[src/rtl/neuron_mac_q88.sv]
// ============================================================================
// neuron_mac_q88 : streamed Q8.8 multiply-accumulate with bias and saturation.
//                  Define NEURON_ROUND_EN for round-half-up instead of floor.
// Revision       : 1.0  initial release
// ============================================================================
`default_nettype none

module neuron_mac_q88 #(
   parameter int N_INPUTS = 16,
   parameter int ACC_W    = 40
) (
   input  logic        clk,
   input  logic        rst,
   input  logic        i_start,
   input  logic [15:0] i_bias,
   input  logic        i_in_valid,
   output logic        o_in_ready,
   input  logic [15:0] i_x_in,
   input  logic [15:0] i_w_in,
   output logic        o_busy,
   output logic        o_valid_out,
   output logic [15:0] o_y_out
);

   localparam int CNT_W = (N_INPUTS > 1) ? $clog2(N_INPUTS) : 1;
   localparam int S_W   = ACC_W + 1;

   localparam logic [CNT_W-1:0]      C_LAST    = CNT_W'(N_INPUTS - 1);
   localparam logic signed [S_W-1:0] C_SAT_MAX = S_W'(32767);
   localparam logic signed [S_W-1:0] C_SAT_MIN = -S_W'(32768);
`ifdef NEURON_ROUND_EN
   localparam logic signed [S_W-1:0] C_ROUND   = S_W'(128);
`else
   localparam logic signed [S_W-1:0] C_ROUND   = '0;
`endif

   if (ACC_W < 32 + $clog2(N_INPUTS)) begin : g_bad_acc_w
      $error("neuron_mac_q88: ACC_W too small for N_INPUTS");
   end

   typedef enum logic [1:0] {
      ST_IDLE  = 2'd0,
      ST_ACCUM = 2'd1,
      ST_FINAL = 2'd2
   } state_t;

   state_t                  r_state;
   logic signed [ACC_W-1:0] r_acc;
   logic [CNT_W-1:0]        r_cnt;
   logic signed [15:0]      r_bias;
   logic                    r_in_ready;
   logic                    r_busy;
   logic                    r_valid_out;
   logic [15:0]             r_y_out;

   logic signed [15:0]      w_x;
   logic signed [15:0]      w_w;
   logic signed [31:0]      w_prod;
   logic signed [ACC_W-1:0] w_prod_ext;
   logic signed [S_W-1:0]   w_sum;
   logic signed [S_W-1:0]   w_shift;
   logic [15:0]             w_sat;

   assign w_x        = i_x_in;
   assign w_w        = i_w_in;
   assign w_prod     = w_x * w_w;
   assign w_prod_ext = ACC_W'(w_prod);

   // Bias moves from Q.8 to Q.16; one extra bit keeps the sum overflow-free.
   assign w_sum   = S_W'(r_acc) + (S_W'(r_bias) <<< 8) + C_ROUND;
   assign w_shift = w_sum >>> 8;

   always_comb begin
      w_sat = w_shift[15:0];
      if (w_shift > C_SAT_MAX) begin
         w_sat = 16'h7FFF;
      end else if (w_shift < C_SAT_MIN) begin
         w_sat = 16'h8000;
      end
   end

   always_ff @(posedge clk or posedge rst) begin
      if (rst) begin
         r_state     <= ST_IDLE;
         r_acc       <= '0;
         r_cnt       <= '0;
         r_bias      <= '0;
         r_in_ready  <= 1'b0;
         r_busy      <= 1'b0;
         r_valid_out <= 1'b0;
         r_y_out     <= '0;
      end else begin
         r_valid_out <= 1'b0;
         case (r_state)
            ST_IDLE: begin
               if (i_start) begin
                  r_acc      <= '0;
                  r_cnt      <= '0;
                  r_bias     <= i_bias;
                  r_in_ready <= 1'b1;
                  r_busy     <= 1'b1;
                  r_state    <= ST_ACCUM;
               end
            end
            ST_ACCUM: begin
               if (i_in_valid) begin
                  r_acc <= r_acc + w_prod_ext;
                  r_cnt <= r_cnt + CNT_W'(1);
                  if (r_cnt == C_LAST) begin
                     r_in_ready <= 1'b0;
                     r_state    <= ST_FINAL;
                  end
               end
            end
            ST_FINAL: begin
               r_y_out     <= w_sat;
               r_valid_out <= 1'b1;
               r_busy      <= 1'b0;
               r_state     <= ST_IDLE;
            end
            default: begin
               r_in_ready <= 1'b0;
               r_busy     <= 1'b0;
               r_state    <= ST_IDLE;
            end
         endcase
      end
   end

   assign o_in_ready  = r_in_ready;
   assign o_busy      = r_busy;
   assign o_valid_out = r_valid_out;
   assign o_y_out     = r_y_out;

endmodule

`default_nettype wire

[config.mk]
export PLATFORM = sky130hd
export DESIGN_NAME = neuron_mac_q88
export DESIGN_NICKNAME = d
export VERILOG_FILES = /design/src/rtl/neuron_mac_q88.sv
export SDC_FILE = /design/constraint.sdc
export NUM_CORES = 1
export LEC_CHECK = 0
export CAP_MARGIN = 20
export CORE_MARGIN = 2
export CORE_UTILIZATION = 58
export CTS_CLUSTER_SIZE = 16
export DETAILED_ROUTE_END_ITERATION = 12
export PLACE_DENSITY = 0.8
export RECOVER_POWER = 25
export SETUP_SLACK_MARGIN = 0.2
export SYNTH_ARGS = -nofsm -noshare
export SYNTH_HDL_FRONTEND = slang
export SYNTH_SLANG_ARGS = --single-unit
[constraint.sdc]
create_clock -name clk -period 5.5 [get_ports clk]
set_clock_uncertainty 0.1 [all_clocks]
set_input_delay 1.375 -clock clk [delete_from_list [all_inputs] [get_ports clk]]
set_output_delay 1.375 -clock clk [all_outputs]
set_load 0.05 [all_outputs]
==> impl_metrics.ini <==
[worst_setup_path]
critPathKind = input port to flop
regToRegStartpoint = r_acc[13]$_DFFE_PP0P_
cp_data_arrival_time_ns = 7.47
startpoint = i_w_in[7]
crit_path_max_fanout = 6
endpoint_kind = flop
required_ns = 5.62
cp-start-kind = input port

[finish]
n_antenna_cell = 0
final_util_pct = 73.90
areaGrowthSynthToFinish_pct = 24.84
final_cell_count_no_fill = 2494
fin_nets = 2636
drive_above_1_share_pct = 23.32
num-fill-cells = 1888

[synth]
synthesis.yosys.warnings = 0
synth_top_area_share_pct = 38.79
ys_types = 66
synth-edff-count = 0
async_flop_share_pct = 100.0
synth_nets = 2374
yosysSeqAreaShare_pct = 11.87
syn_avg_cell_area_um2 = 9.269
synth_top_cell_by_area = fa_1
ys_dominant_reg_cell = dfrtp_1
synthTopCellsByArea = fa_1 (39%), dfrtp_1 (12%), ha_1 (11%)
syn_area_um2 = 17080
synth_seq_cells = 81
synthCells = 1843

[floorplan]
dieHeight_um = 175.6
die_x_um = 175.6
num_io_pins = 71
core_um2 = 28860
rows = 62
die_area_um2 = 30840
start_util_pct = 59.20

[timing]
fin_crit_sh_pct = 133.6
final_max_slew_viol_count = 53
slew_headroom_pct = -96.01
worst_slack_ns = -1.847
fin_hold_ws_ns = 0.4030
tightest_slew_ns = 2.940
hold_viol = 0
rsz0062_at_grt = yes
setup_violations = 31
timing.fmax_mhz = 136.1
period_needed_ns = 7.347

[drt]
vias = 13984
routed_wirelength_um = 46260
detail_route.wl_per_cell_um = 18.55
route.met2.wl_um = 24480
antenna_left = 0
viasPerCell = 5.607
drt-met1-wl_um = 16520
drtIter0Drc = 874
firstDrtPassIters = 7
route.met3.wl_um = 2358
highest_layer = met4
drc = 0

[clock_tree]
cts_buffers = 9
clkSinkCount = 81
clk_pin_slew_ns = 0.07
clk_latency_ns = 0.34
cts_max_level = 3
cts-root-buf = clkbuf_16
max-clock-path-buffers = 2
hold_buffers = 0
cts_tree = yes

[run]
maxCapViolCount = 1

[global_route]
antenna_found_initial = 0
grt_pass1_vias = 15692
grt.overflow.total = 0
grt_max_degree = 56
grt_pass1_wl_um = 75070
grt_util_all_layers_pct = 30.72

[placed_design]
place_inst = 2434
numPortBuffers = 70
hpwlAfterDp_um = 35810
gp_congestion = 0.9305

[worst_hold_path]
hold_path_startpoint = r_acc[4]$_DFFE_PP0P_
worstHoldPathType = flop to flop

[run_status]
violations = capacitance limit, slew limit, setup timing
outcome = finished, violations left
-- placed cells by master (no fill, tap or decap), types with 26 or more instances in the layout --
cell               n
dfrtp_1           81
clkdlybuf4s50_1   37
fa_1             313
a21o_1            32
buf_6             44
nand2_1          192
inv_1            391
nor2_1            50
xnor2_1           33
and2_1            99
inv_2             26
ha_1             124
buf_4            172
o21ai_0           60
a21oi_1           37
-- flip-flops by register name, summed over array words and instances (netlist names) --
register and count:
o_in_ready 1, r_acc 40, r_cnt 4, o_valid_out 1, r_bias 16, o_y_out 16
o_busy 1, r_state 2
-- cell usage after synthesis, types with 5 or more instances --
library cell  instances
xor2_1               26
mux2_2               16
a31oi_1               9
o21bai_1             12
and3_1                6
inv_1               421
o22ai_2              10
and2_1              117
fa_1                331
o21ai_0              82
nor3_1                8
nor2b_1              10
dfrtp_1              81
o31ai_1               7
nand3_1              11
nand4_1               9
nor2_1               55
a21oi_1              58
nand2_1             210
nand2b_1             12
a211o_1               5
a21o_1               32
xnor2_1              38
ha_1                148
clkbuf_1             43
a211oi_1              6
o22ai_1               8
o21a_1                8
-- cells by family (layout without fill, tap and decap cells) --
group           Yosys count  count (layout)  synth area share [%]
compound gates          272             272                 10.57
xor+xnor                 65              65                 3.377
buf+inv                 476             743                 10.72
simple gates            454             454                 12.78
mux                      16              16                 1.055
flops                    81              81                 11.87
fa+ha+maj               479             479                 49.63
-- path summary, 6_finish.rpt --
path | to | slack, ns | depth (start not counted)
min reg2reg | r_acc[4]$_DFFE_PP0P_ | 0.40 | 2
min in group asynchronous | o_valid_out$_DFF_PP0_ | 1.28 | 2
max reg2reg | r_acc[33]$_DFFE_PP0P_ | -0.25 | 22
max in group asynchronous | r_cnt[2]$_DFFE_PP0P_ | 1.02 | 3
min | r_acc[4]$_DFFE_PP0P_ | 0.40 | 2
max | r_acc[33]$_DFFE_PP0P_ | -1.85 | 27
-- layout make-up --
class	instances	area, µm²	share of cell area (%)
well taps	384	480.5	2.253
clock inverters	4	27.53	0.1291
multi-input cells	1286	14100	66.13
inverters	421	1589	7.451
repair buffers	306	2841	13.32
clock buffers	12	256.5	1.203
flip-flops and latches	81	2027	9.505
-- worst max-delay path: stages --
cell and delay (ns):
clkdlybuf4s15_2 0.27, buf_4 0.18, nand2_1 0.09, fa_1 0.57, inv_1 0.06, fa_1 0.53
ha_4 0.22, fa_2 0.49, fa_1 0.50, inv_2 0.04, fa_1 0.56, inv_2 0.06
ha_4 0.27, and3_4 0.21, buf_6 0.10, nand3_4 0.07, buf_6 0.13, a2111oi_4 0.37
nor3_4 0.09, o31a_1 0.38, buf_4 0.17, buf_6 0.11, o21ai_4 0.12, a21o_1 0.15
a21oi_2 0.06, xor2_1 0.18, o21ai_1 0.10
-- stage by stage --
stage	setup WS, ns	instance area [µm²]	TNS, ns
after floorplan	-1.611	17700	-27.75
after global placement	-2.457	19930	-61.88
after detailed placement	-2.607	19930	-65.21
after CTS	-1.742	20920	-36.78
after global routing	-2.000	21330	-43.36
final	-1.847	21330	-38.67
-- what timing repair did --
item	CTS	global route
resized for setup	246	72
endpoints found under the hold margin	0	0
pin swaps	86	81
buffers inserted	25	10
cloned	7	0
endpoints found under the setup margin	36	34
-- layer usage --
metal,track usage (%),vias up
li1,-,6219
met1,34.99,7017
met2,55.79,554
met3,4.156,194
met4,16.84,0
met5,0,-
Power is not shown: default switching activity piles up to over one toggle a cycle in this logic, so the estimate is an artifact.
